[config.mk]
export PLATFORM = sky130hd
export DESIGN_NAME = ps2_host_tx_flat
export DESIGN_NICKNAME = d
export VERILOG_FILES = /design/src/rtl/ps2_pkg.sv /design/src/rtl/ps2_host_tx_if.sv /design/src/rtl/ps2_line_sync.sv /design/src/rtl/ps2_host_tx.sv /design/src/flat_wrapper.sv
export SDC_FILE = /design/constraint.sdc
export NUM_CORES = 1
export LEC_CHECK = 0
export CAP_MARGIN = 5
export CORE_UTILIZATION = 35
export DETAILED_ROUTE_END_ITERATION = 10
export GPL_ROUTABILITY_DRIVEN = 0
export PLACE_DENSITY = 0.6
export SYNTH_ARGS = -nofsm -noshare
export SYNTH_HDL_FRONTEND = slang
export SYNTH_HIERARCHICAL = 1
export SYNTH_SLANG_ARGS = --single-unit
[constraint.sdc]
create_clock -name clk -period 2.67 [get_ports clk]
set_clock_uncertainty 0.2 [all_clocks]
set_input_delay 0.534 -clock clk [delete_from_list [all_inputs] [get_ports clk]]
set_output_delay 0.534 -clock clk [all_outputs]
set_load 0.005 [all_outputs]
[src/rtl/ps2_pkg.sv]
// Shared PS/2 definitions: transmitter states, common keyboard commands and frame sizing.
package ps2_pkg;

  typedef enum logic [2:0] {
    IDLE,
    INHIBIT,
    REQ,
    BITS,
    ACK,
    WAIT_IDLE
  } state_e;

  localparam logic [7:0] CMD_SET_LEDS = 8'hED;
  localparam logic [7:0] CMD_ENABLE   = 8'hF4;
  localparam logic [7:0] CMD_RESET    = 8'hFF;

  // Data bits + parity + stop, shifted out after the start bit.
  localparam int unsigned FRAME_BITS = 10;
  localparam int unsigned CNT_W      = 4;
  localparam int unsigned TIMER_W    = 20;

  function automatic logic odd_parity(input logic [7:0] data);
    return ~^data;
  endfunction

endpackage

[src/rtl/ps2_host_tx_if.sv]
// Command/status handshake between a PS/2 command client and ps2_host_tx.
interface ps2_host_tx_if;

  logic [7:0] tx_data;
  logic       tx_start;
  logic       busy;
  logic       rx_inhibit;
  logic       done;
  logic       ack_ok;
  logic       err_nack;
  logic       err_timeout;

  modport master (
    output tx_data, tx_start,
    input  busy, rx_inhibit, done, ack_ok, err_nack, err_timeout
  );

  modport slave (
    input  tx_data, tx_start,
    output busy, rx_inhibit, done, ack_ok, err_nack, err_timeout
  );

endinterface

[src/rtl/ps2_line_sync.sv]
// Two-flop synchronizer for the PS/2 clock and data pads plus a clock falling-edge detector.
module ps2_line_sync (
  input  logic clk,
  input  logic reset,
  input  logic ps2c_in,
  input  logic ps2d_in,
  output logic ps2c_sync,
  output logic ps2d_sync,
  output logic ps2c_fall_c
);

  // c_pipe: [0] metastable stage, [1] current, [2] previous
  logic [2:0] c_pipe_q, c_pipe_d;
  logic [1:0] d_pipe_q, d_pipe_d;

  always_comb begin
    c_pipe_d = {c_pipe_q[1:0], ps2c_in};
    d_pipe_d = {d_pipe_q[0], ps2d_in};
  end

  // Reset to the idle-high line level so no edge appears out of reset.
  always_ff @(posedge clk or posedge reset) begin
    if (reset) begin
      c_pipe_q <= '1;
      d_pipe_q <= '1;
    end else begin
      c_pipe_q <= c_pipe_d;
      d_pipe_q <= d_pipe_d;
    end
  end

  assign ps2c_sync   = c_pipe_q[1];
  assign ps2d_sync   = d_pipe_q[1];
  assign ps2c_fall_c = c_pipe_q[2] & ~c_pipe_q[1];

endmodule

[src/rtl/ps2_host_tx.sv]
// Host-to-device PS/2 command transmitter driving open-drain pads through output enables.
module ps2_host_tx
  import ps2_pkg::*;
#(
  parameter int unsigned INHIBIT_CYCLES = 5000,
  parameter int unsigned TIMEOUT_CYCLES = 750000,
  parameter int unsigned IDLE_CYCLES    = 2500
) (
  input  logic          clk,
  input  logic          reset,
  ps2_host_tx_if.slave  host,
  input  logic          ps2c_in,
  input  logic          ps2d_in,
  output logic          ps2c_oe,
  output logic          ps2d_oe
);

  localparam logic [TIMER_W-1:0] INH_START = TIMER_W'(INHIBIT_CYCLES - 2);
  localparam logic [TIMER_W-1:0] INH_LAST  = TIMER_W'(INHIBIT_CYCLES - 1);
  localparam logic [TIMER_W-1:0] TOUT_LAST = TIMER_W'(TIMEOUT_CYCLES - 1);
  localparam logic [TIMER_W-1:0] IDLE_LAST = TIMER_W'(IDLE_CYCLES - 1);
  localparam logic [TIMER_W-1:0] TIMER_MAX = '1;

  state_e                  state_q, state_d;
  logic [FRAME_BITS-1:0]   shift_q, shift_d;
  logic [CNT_W-1:0]        bit_cnt_q, bit_cnt_d;
  logic [TIMER_W-1:0]      timer_q, timer_d, timer_inc;
  logic                    nack_q, nack_d;
  logic                    c_oe_q, c_oe_d;
  logic                    d_oe_q, d_oe_d;
  logic                    busy_q, busy_d;
  logic                    done_q, done_d;
  logic                    ack_ok_q, ack_ok_d;
  logic                    err_nack_q, err_nack_d;
  logic                    err_timeout_q, err_timeout_d;

  logic c_sync, d_sync, c_fall_c;
  logic accept_c;

  ps2_line_sync u_sync (
    .clk         (clk),
    .reset       (reset),
    .ps2c_in     (ps2c_in),
    .ps2d_in     (ps2d_in),
    .ps2c_sync   (c_sync),
    .ps2d_sync   (d_sync),
    .ps2c_fall_c (c_fall_c)
  );

  // Single timer reused as inhibit length, ACK timeout and idle-high run length.
  assign timer_inc = (timer_q == TIMER_MAX) ? timer_q : timer_q + TIMER_W'(1);
  assign accept_c  = host.tx_start && !busy_q && !done_q;

  always_comb begin
    state_d       = state_q;
    shift_d       = shift_q;
    bit_cnt_d     = bit_cnt_q;
    timer_d       = timer_q;
    nack_d        = nack_q;
    c_oe_d        = c_oe_q;
    d_oe_d        = d_oe_q;
    busy_d        = busy_q;
    done_d        = 1'b0;
    ack_ok_d      = 1'b0;
    err_nack_d    = 1'b0;
    err_timeout_d = 1'b0;

    case (state_q)
      IDLE: begin
        if (accept_c) begin
          shift_d   = {1'b1, odd_parity(host.tx_data), host.tx_data};
          bit_cnt_d = '0;
          timer_d   = '0;
          nack_d    = 1'b0;
          busy_d    = 1'b1;
          c_oe_d    = 1'b1;
          d_oe_d    = 1'b0;
          state_d   = INHIBIT;
        end
      end

      INHIBIT: begin
        timer_d = timer_inc;
        if (timer_q == INH_START) d_oe_d = 1'b1;
        if (timer_q == INH_LAST) begin
          c_oe_d  = 1'b0;
          state_d = REQ;
        end
      end

      // Clock just released: this cycle is the first of the timeout window.
      REQ: begin
        timer_d = TIMER_W'(1);
        state_d = BITS;
      end

      BITS: begin
        timer_d = timer_inc;
        if (c_fall_c) begin
          d_oe_d    = ~shift_q[0];
          shift_d   = {1'b0, shift_q[FRAME_BITS-1:1]};
          bit_cnt_d = bit_cnt_q + CNT_W'(1);
          if (bit_cnt_q == CNT_W'(FRAME_BITS - 1)) state_d = ACK;
        end
      end

      ACK: begin
        timer_d = timer_inc;
        if (c_fall_c) begin
          nack_d  = d_sync;
          timer_d = '0;
          state_d = WAIT_IDLE;
        end
      end

      WAIT_IDLE: begin
        if (c_sync && d_sync) begin
          timer_d = timer_inc;
          if (timer_q == IDLE_LAST) begin
            done_d     = 1'b1;
            ack_ok_d   = ~nack_q;
            err_nack_d = nack_q;
            busy_d     = 1'b0;
            state_d    = IDLE;
          end
        end else begin
          timer_d = '0;
        end
      end

      default: state_d = IDLE;
    endcase

    // A clock edge in the same cycle takes precedence over the timeout.
    if ((state_q == BITS || state_q == ACK) && !c_fall_c && timer_q >= TOUT_LAST) begin
      c_oe_d        = 1'b0;
      d_oe_d        = 1'b0;
      busy_d        = 1'b0;
      done_d        = 1'b1;
      err_timeout_d = 1'b1;
      state_d       = IDLE;
    end
  end

  always_ff @(posedge clk or posedge reset) begin
    if (reset) begin
      state_q       <= IDLE;
      shift_q       <= '0;
      bit_cnt_q     <= '0;
      timer_q       <= '0;
      nack_q        <= 1'b0;
      c_oe_q        <= 1'b0;
      d_oe_q        <= 1'b0;
      busy_q        <= 1'b0;
      done_q        <= 1'b0;
      ack_ok_q      <= 1'b0;
      err_nack_q    <= 1'b0;
      err_timeout_q <= 1'b0;
    end else begin
      state_q       <= state_d;
      shift_q       <= shift_d;
      bit_cnt_q     <= bit_cnt_d;
      timer_q       <= timer_d;
      nack_q        <= nack_d;
      c_oe_q        <= c_oe_d;
      d_oe_q        <= d_oe_d;
      busy_q        <= busy_d;
      done_q        <= done_d;
      ack_ok_q      <= ack_ok_d;
      err_nack_q    <= err_nack_d;
      err_timeout_q <= err_timeout_d;
    end
  end

  assign ps2c_oe          = c_oe_q;
  assign ps2d_oe          = d_oe_q;
  assign host.busy        = busy_q;
  assign host.rx_inhibit  = busy_q;
  assign host.done        = done_q;
  assign host.ack_ok      = ack_ok_q;
  assign host.err_nack    = err_nack_q;
  assign host.err_timeout = err_timeout_q;

endmodule

[src/flat_wrapper.sv]
// flat-port wrapper written by rule: the top's interface ports become plain ports
module ps2_host_tx_flat import ps2_pkg::*;
#(
  parameter int unsigned INHIBIT_CYCLES = 5000,
  parameter int unsigned TIMEOUT_CYCLES = 750000,
  parameter int unsigned IDLE_CYCLES    = 2500
)
  (clk, reset, ps2c_in, ps2d_in, ps2c_oe, ps2d_oe, host_tx_data, host_tx_start, host_busy, host_rx_inhibit, host_done, host_ack_ok, host_err_nack, host_err_timeout);
  ps2_host_tx_if host_i ();
  input  logic clk;
  input  logic reset;
  input  logic ps2c_in;
  input  logic ps2d_in;
  output logic ps2c_oe;
  output logic ps2d_oe;
  input wire logic [$bits(host_i.tx_data)-1:0] host_tx_data;
  input wire logic [$bits(host_i.tx_start)-1:0] host_tx_start;
  output wire logic [$bits(host_i.busy)-1:0] host_busy;
  output wire logic [$bits(host_i.rx_inhibit)-1:0] host_rx_inhibit;
  output wire logic [$bits(host_i.done)-1:0] host_done;
  output wire logic [$bits(host_i.ack_ok)-1:0] host_ack_ok;
  output wire logic [$bits(host_i.err_nack)-1:0] host_err_nack;
  output wire logic [$bits(host_i.err_timeout)-1:0] host_err_timeout;
  assign host_i.tx_data = host_tx_data;
  assign host_i.tx_start = host_tx_start;
  assign host_busy = host_i.busy;
  assign host_rx_inhibit = host_i.rx_inhibit;
  assign host_done = host_i.done;
  assign host_ack_ok = host_i.ack_ok;
  assign host_err_nack = host_i.err_nack;
  assign host_err_timeout = host_i.err_timeout;
  ps2_host_tx #(.INHIBIT_CYCLES(INHIBIT_CYCLES), .TIMEOUT_CYCLES(TIMEOUT_CYCLES), .IDLE_CYCLES(IDLE_CYCLES)) u_core (.clk(clk), .reset(reset), .host(host_i), .ps2c_in(ps2c_in), .ps2d_in(ps2d_in), .ps2c_oe(ps2c_oe), .ps2d_oe(ps2d_oe));
endmodule
-- Yosys cells after proc, flatten, opt, wreduce, memory -nomap -nowiden
Cells that the tools add are included.
- output and inout port bits: 8
- bits in registers: 50
- word-level logic and storage cells: 113
- input port bits: 13
- $lt $le $gt $ge: 1
- bitwise operators: 4
- reductions and logical operators: 25
- muxes and demuxes: 46
- add/sub/neg operators: 2
- equality and inequality tests: 21
- operators with widths (cell ; number):
    20-bit one-hot mux with 5 select lines ; 1
    20-bit two-way mux ; 4
    20-bit by 13-bit equality test with 1-bit output (second input constant) ; 2
    3-bit two-way mux ; 8
    1-bit two-way mux ; 22
    20-bit by 1-bit adder with 20-bit output (second input constant) ; 1
    20-bit by 12-bit equality test with 1-bit output (second input constant) ; 1
    20-bit equality test (second input constant) ; 1
    20-bit greater-or-equal comparator (second input constant) ; 1
    10-bit two-way mux ; 2
    10-bit one-hot mux with 2 select lines ; 1
    3-bit one-hot mux with 6 select lines ; 1
    3-bit by 1-bit != test with 1-bit output (second input constant) ; 5
    3-bit by 2-bit != test with 1-bit output (second input constant) ; 3
    3-bit AND reduction ; 3
    4-bit two-way mux ; 2
    4-bit one-hot mux with 2 select lines ; 1
    4-bit AND reduction ; 2
    8-bit XNOR reduction ; 1
    7-bit AND reduction ; 1
    3-bit by 2-bit equality test with 1-bit output (second input constant) ; 2
    3-bit equality test (second input constant) ; 2
    2-bit by 1-bit != test with 1-bit output (second input constant) ; 3
    1-bit one-hot mux with 2 select lines ; 3
    other kinds (16) ; 26

-- Logic depth before layout (Yosys ltp)
Gate-level depths: netlist of run 1.
- word-level depth: 7
- mapped depth: 9
- depth with buffers taken out: 6

-- Cells and area by module
Netlist of run 1, hierarchy kept.
- by module, submodules not included (module ; seq. area each (um^2) ; instances ; cells an instance ; area each (um^2)):
    ps2_host_tx ; 1126.1 ; 1 ; 289 ; 2690.1
    ps2_line_sync ; 131.4 ; 1 ; 7 ; 148.9

-- Least setup slack after synthesis of run 1
No wires, ideal clock.
- path kind: register -> register
- from: reg u_core.timer_q[0]
- to: reg u_core.timer_q[1]
- stages on the path, launching flop included: 10
- buffers on the path: 3
- slack: 448 ps
- data required time: 2347 ps
- period minus slack after synthesis: 2222 ps
- arrival time: 1899 ps
- setup time: 123 ps
- cell sequence: dfrtp_1 -> ha_1 -> nand3_2 -> or3_1 -> buf_6 -> o31ai_4 -> buf_6 -> buf_12 -> mux2i_1 -> nor2_1
- longest elaborated chain between the ends: 4
- elaborated cells on any way between the ends: 6
- those cells by class: add/sub (1); eq/ne (1); mux (4)
- ends and longest elaborated chain (item ; RTL line ; RTL):
    from (decl) ; ps2_host_tx.sv:27 ; logic [TIMER_W-1:0] timer_q, timer_d, timer_inc;
    from (signal assigned) ; ps2_host_tx.sv:163 ; timer_q <= timer_d;
    20-bit by 1-bit adder with 20-bit output / 20-bit equality test (equally long branches) ; ps2_host_tx.sv:51 ; assign timer_inc = (timer_q == TIMER_MAX) ? timer_q : timer_q + TIMER_W'(1);
    20-bit two-way mux (*) ; ps2_host_tx.sv:51 ;
    20-bit two-way mux, on equally long branches ; ps2_host_tx.sv:117, ps2_host_tx.sv:109 ;
    20-bit one-hot mux with 5 select lines (*) ; ps2_host_tx.sv:68 ; case (state_q)
Mark *: on every way between the ends. The rest lies on a longest branch, timed or not.
A chain may end at the register's enable or synchronous reset.

-- Worst setup path after layout of run 1
- from: reg u_core.timer_q[15]
- to: reg u_core.state_q[0]
- longest elaborated chain between the ends: 4
- elaborated cells on any way between the ends: 13
- those cells by class: order compare (1); eq/ne (9); mux (1); reduce/logical (2)
- ends and longest elaborated chain (item ; RTL line ; RTL):
    20-bit greater-or-equal comparator ; ps2_host_tx.sv:135 ; if ((state_q == BITS || state_q == ACK) && !c_fall_c && timer_q >= TOUT_LAST) begin
    1-bit logical AND ; ps2_host_tx.sv:135 ;
    3-bit by 2-bit != test with 1-bit output (no line) / 3-bit by 1-bit != test with 1-bit output (equally long branches) ; n/a ;
    7-bit AND reduction (no line) ; n/a ;
    to (signal assigned) ; ps2_host_tx.sv:160 ; state_q <= state_d;
    to (decl) ; ps2_host_tx.sv:24 ; state_e state_q, state_d;
Several ways; a longest one is shown, not always the timed one.

==> results.rst, run 1 <==
.. list-table::
   :header-rows: 1

   * - Metric
     - Value
   * - Global-route wire length before repair
     - 10700 µm
   * - Die extent in x
     - 92.1 µm
   * - Max-Slew Margin vs Limit
     - 55.5%
   * - Vias per cell
     - 5.21
   * - Clock latency at the later pin of the worst-skew pair
     - 0.31 ns
   * - Most frequently used cell type in the post-synthesis netlist
     - dfrtp_1
   * - First-iteration detailed-routing DRC count
     - 150
   * - Layer with the highest usage
     - met2
   * - Overall power
     - 1.51 mW
   * - Fraction of the mapped netlist area in compound gates
     - 17.8%
   * - Total detailed-routing wirelength
     - 6090 µm
   * - Flip-flop cell with the highest count after synthesis
     - dfrtp_1
   * - Global-route usage over all layers
     - 15.8%
   * - Remaining number of nets flagged by the antenna check after routing
     - 0
   * - Outcome
     - completed
   * - Remaining DRCs
     - 0
   * - Final count of pins violating max slew
     - 0
   * - Longest individual stage delay on the worst path
     - 0.49 ns
   * - Via total after detailed routing
     - 2237
   * - Area of the core region
     - 7770 µm²
   * - Buffers and inverters on the worst path
     - 1
   * - Final count of negative-setup-slack endpoints
     - 0
   * - Num ports
     - 21
   * - Total nets after synthesis
     - 313
   * - Adder and majority cell fraction of the synthesized area
     - 1.76%
   * - Final period demand of the worst path
     - 2.47 ns
   * - IR drop worst, VDD
     - 229 µV
   * - Setup crit end kind
     - flop
   * - Main combinational cell family by area after synthesis
     - simple AND/OR/NAND/NOR gates
   * - TritonRoute pass-1 iters
     - 4
   * - Async set or reset register ratio after synthesis
     - 100%
   * - M3 GR Usage
     - 2.40%
   * - Total Die Area
     - 8480 µm²
   * - Met2 Use GR
     - 24.8%
   * - Number of distinct standard cells referenced by the synthesized netlist
     - 65
   * - Power Density
     - 451 nW/µm²
   * - Root Buffer Master
     - clkbuf_8
   * - Number of global-route vias before repair
     - 2217
   * - Layout Area Growth over Synthesis
     - 18.0%
   * - F_max
     - 0.405 GHz
   * - Final critical-path share of the clock period
     - 92.5%
   * - Routed length per instance
     - 14.2 µm
   * - Mean cell area of the mapped netlist
     - 9.59 µm²
   * - Fraction of synthesized cell area taken by the top area cell type
     - 39.7%
   * - Met1 demand-to-capacity share in global routing
     - 22.6%
   * - PortBufs
     - 20
   * - Gate family responsible for the most delay along the worst path
     - simple AND/OR/NAND/NOR gates
   * - Pin count of the biggest net entering global routing
     - 25
   * - Kind of start point of the critical path
     - flop
   * - Initial antenna violation count
     - 0
   * - Seq cells post-synth
     - 50
   * - Fraction of synthesized cell area in xor and xnor cells
     - 4.01%
   * - Count of flip-flops with a built-in enable after synthesis
     - 0
   * - Proportion of synthesized chip area in sequential cells
     - 44.3%
   * - Critical path required time
     - 2.67 ns
   * - Synthesized cell area
     - 2840 µm²
   * - Critical-path cell list
     - nor4_1 > nand3_1 > nor4_1 > buf_4 > o21ai_0 > a311o_1
   * - Area fraction in and, or, nand and nor cells after synthesis
     - 22.5%
   * - Clock-pin slew on the worst setup and hold paths
     - 0.10 ns
   * - Utilization after layout
     - 43.1%
   * - Cts-stage hold buffer count
     - 0
   * - Slowest cell on the critical path
     - dfrtp_1
   * - Setup tns final
     - 0 ns
   * - Leak Pwr
     - 1.31 nW
   * - Fraction of final layout cells sized beyond drive strength 1
     - 16.5%
   * - CP Data Arrival Time
     - 2.47 ns
   * - Nets
     - 343
   * - Max Root-Sink Buffers
     - 2
   * - Max capacitance violation total
     - 0
   * - Post-detailed-placement half-perimeter wirelength
     - 4510 µm
   * - Initial Utilization
     - 36.5%
   * - Clock buffer count from CTS
     - 5
   * - Total overflow reported by the global router
     - 0
   * - ANT cells
     - 0
   * - Library cell with the largest summed area after synthesis
     - dfrtp_1
   * - Unrepaired setup endpoints after global routing
     - no
   * - Final Hold Viols
     - 0
   * - Worst-path maximum fanout
     - 9
   * - Standard-cell row count
     - 32
   * - Slew of the pin with the lowest slew margin
     - 0.668 ns
   * - Post-synthesis cell count
     - 296
   * - Num Clock Sinks
     - 50
   * - TritonCTS clock tree
     - built
   * - Post-synth top cells
     - dfrtp_1, nand2_1, nor2_1
   * - Worst hold path class
     - reg2reg
   * - Top area cells in the synthesized netlist
     - dfrtp_1, dfstp_2, nand2_1
   * - Fraction of synthesized area in multiplexers
     - 3.53%
   * - Worst Setup Path Type
     - reg2reg
   * - Yosys Warn Count
     - 6
   * - Die Y-Extent
     - 92.1 µm
   * - H-tree lvl count
     - 2
   * - Cell with the most instances on the worst path
     - nor4_1
==> layout by cell type, fill, tap and decap left out, types with 3 or more instances in the layout <==
cell type and count:
o31ai_1 7, a21oi_1 12, o21ai_0 13, mux2i_1 10, nor2_1 21, or3_1 8
and3_1 3, nand4_1 5, a31oi_1 3, buf_4 23, ha_1 4, dfstp_2 5
xnor2_1 10, nand3_1 10, inv_1 10, a2111oi_1 4, o21ai_1 5, clkdlybuf4s50_1 20
xor2_1 3, clkbuf_8 5, a21oi_2 4, nand2b_1 5, dfrtp_1 45, nor3_1 8
or4_1 6, nand2_1 28, nor4_1 4
==> power by group <==
group / leakage [nW] / switching (mW) / internal, mW
sequential: 0.630 / 0.0196 / 0.784
clock: 0.0587 / 0.266 / 0.284
combinational: 0.624 / 0.0831 / 0.0746
==> final timing paths <==
| check | start | end | slack [ns] | depth (start not counted) |
|---|---|---|---|---|
| setup / recovery | u_core/timer_q[15] | u_core/state_q[0] | 0.20 | 6 |
| hold / removal | u_core/u_sync/c_pipe_q[0] | u_core/u_sync/c_pipe_q[1] | 0.16 | 0 |
| setup reg to reg | u_core/timer_q[15] | u_core/state_q[0] | 0.20 | 6 |
| hold reg to reg | u_core/u_sync/c_pipe_q[0] | u_core/u_sync/c_pipe_q[1] | 0.16 | 0 |
| max in group asynchronous | reset | u_core/shift_q[6] | 1.38 | 3 |
| min in group asynchronous | reset | u_core/timer_q[2] | 0.39 | 2 |
==> metal layers <==
layer  routed length, µm  up-vias  share of wire, %
li1                    -     1132                 -
met1                3050     1070                50
met2                2810       30                46
met3                 156        5               2.6
met4                  72        0               1.2
met5                   0        -                 0
==> cell families (layout without fill, tap and decap cells) <==
family,after synthesis,in the layout
and+or+nand+nor,116,116
AOI/OAI and AO/OA,70,70
DFF,50,50
buffers and inverters,33,64
xor gates and xnor gates,13,13
muxes,10,10
adders and majority gates,4,4
==> sequential cells by signal, indices dropped and copies added (netlist names) <==
name / count
u_core/bit_cnt_q: 4
u_core/host.ack_ok: 1
u_core/host.busy: 1
u_core/host.done: 1
u_core/host.err_nack: 1
u_core/host.err_timeout: 1
u_core/nack_q: 1
u_core/ps2c_oe: 1
u_core/ps2d_oe: 1
u_core/shift_q: 10
u_core/state_q: 3
u_core/timer_q: 20
u_core/u_sync/c_pipe_q: 3
u_core/u_sync/d_pipe_q: 2
==> final cells by class <==
| cell class | count | area, µm² |
|---|---|---|
| clock buffer | 5 | 68.8 |
| clock inverter | 3 | 47.5 |
| multi-input combinational | 213 | 1410 |
| tap | 102 | 128 |
| inverter | 12 | 45.0 |
| sequential | 50 | 1260 |
| fill | 769 | 4420 |
| timing repair buffer | 44 | 393 |
==> stage by stage <==
stage	area (µm²)	worst slack, ns	std cells	hold WS [ns]
3_5_place_dp	3230	-0.00810	421	0.147
2_1_floorplan	2840	0.448	296	0.145
4_1_cts	3350	0.218	429	0.161
6_report	3350	0.200	429	0.160
3_3_place_gp	3230	0.0375	421	0.147
5_1_grt	3350	0.00553	429	0.168
==> repair_timing <==
item	in CTS	in global routing
endpoints found under the setup margin	0	2
gates resized for setup	0	1
buffers inserted	0	0
Note: power is estimated with default switching activity, not from simulation.
==> run 2: changes to the inputs <==
Settings changed: CTS_BUF_LIST set to sky130_fd_sc_hd__clkbuf_4 sky130_fd_sc_hd__clkbuf_8 sky130_fd_sc_hd__clkbuf_16.
==> results of run 2 <==
No change in the layout: final DEF, timing and power equal those of run 1.
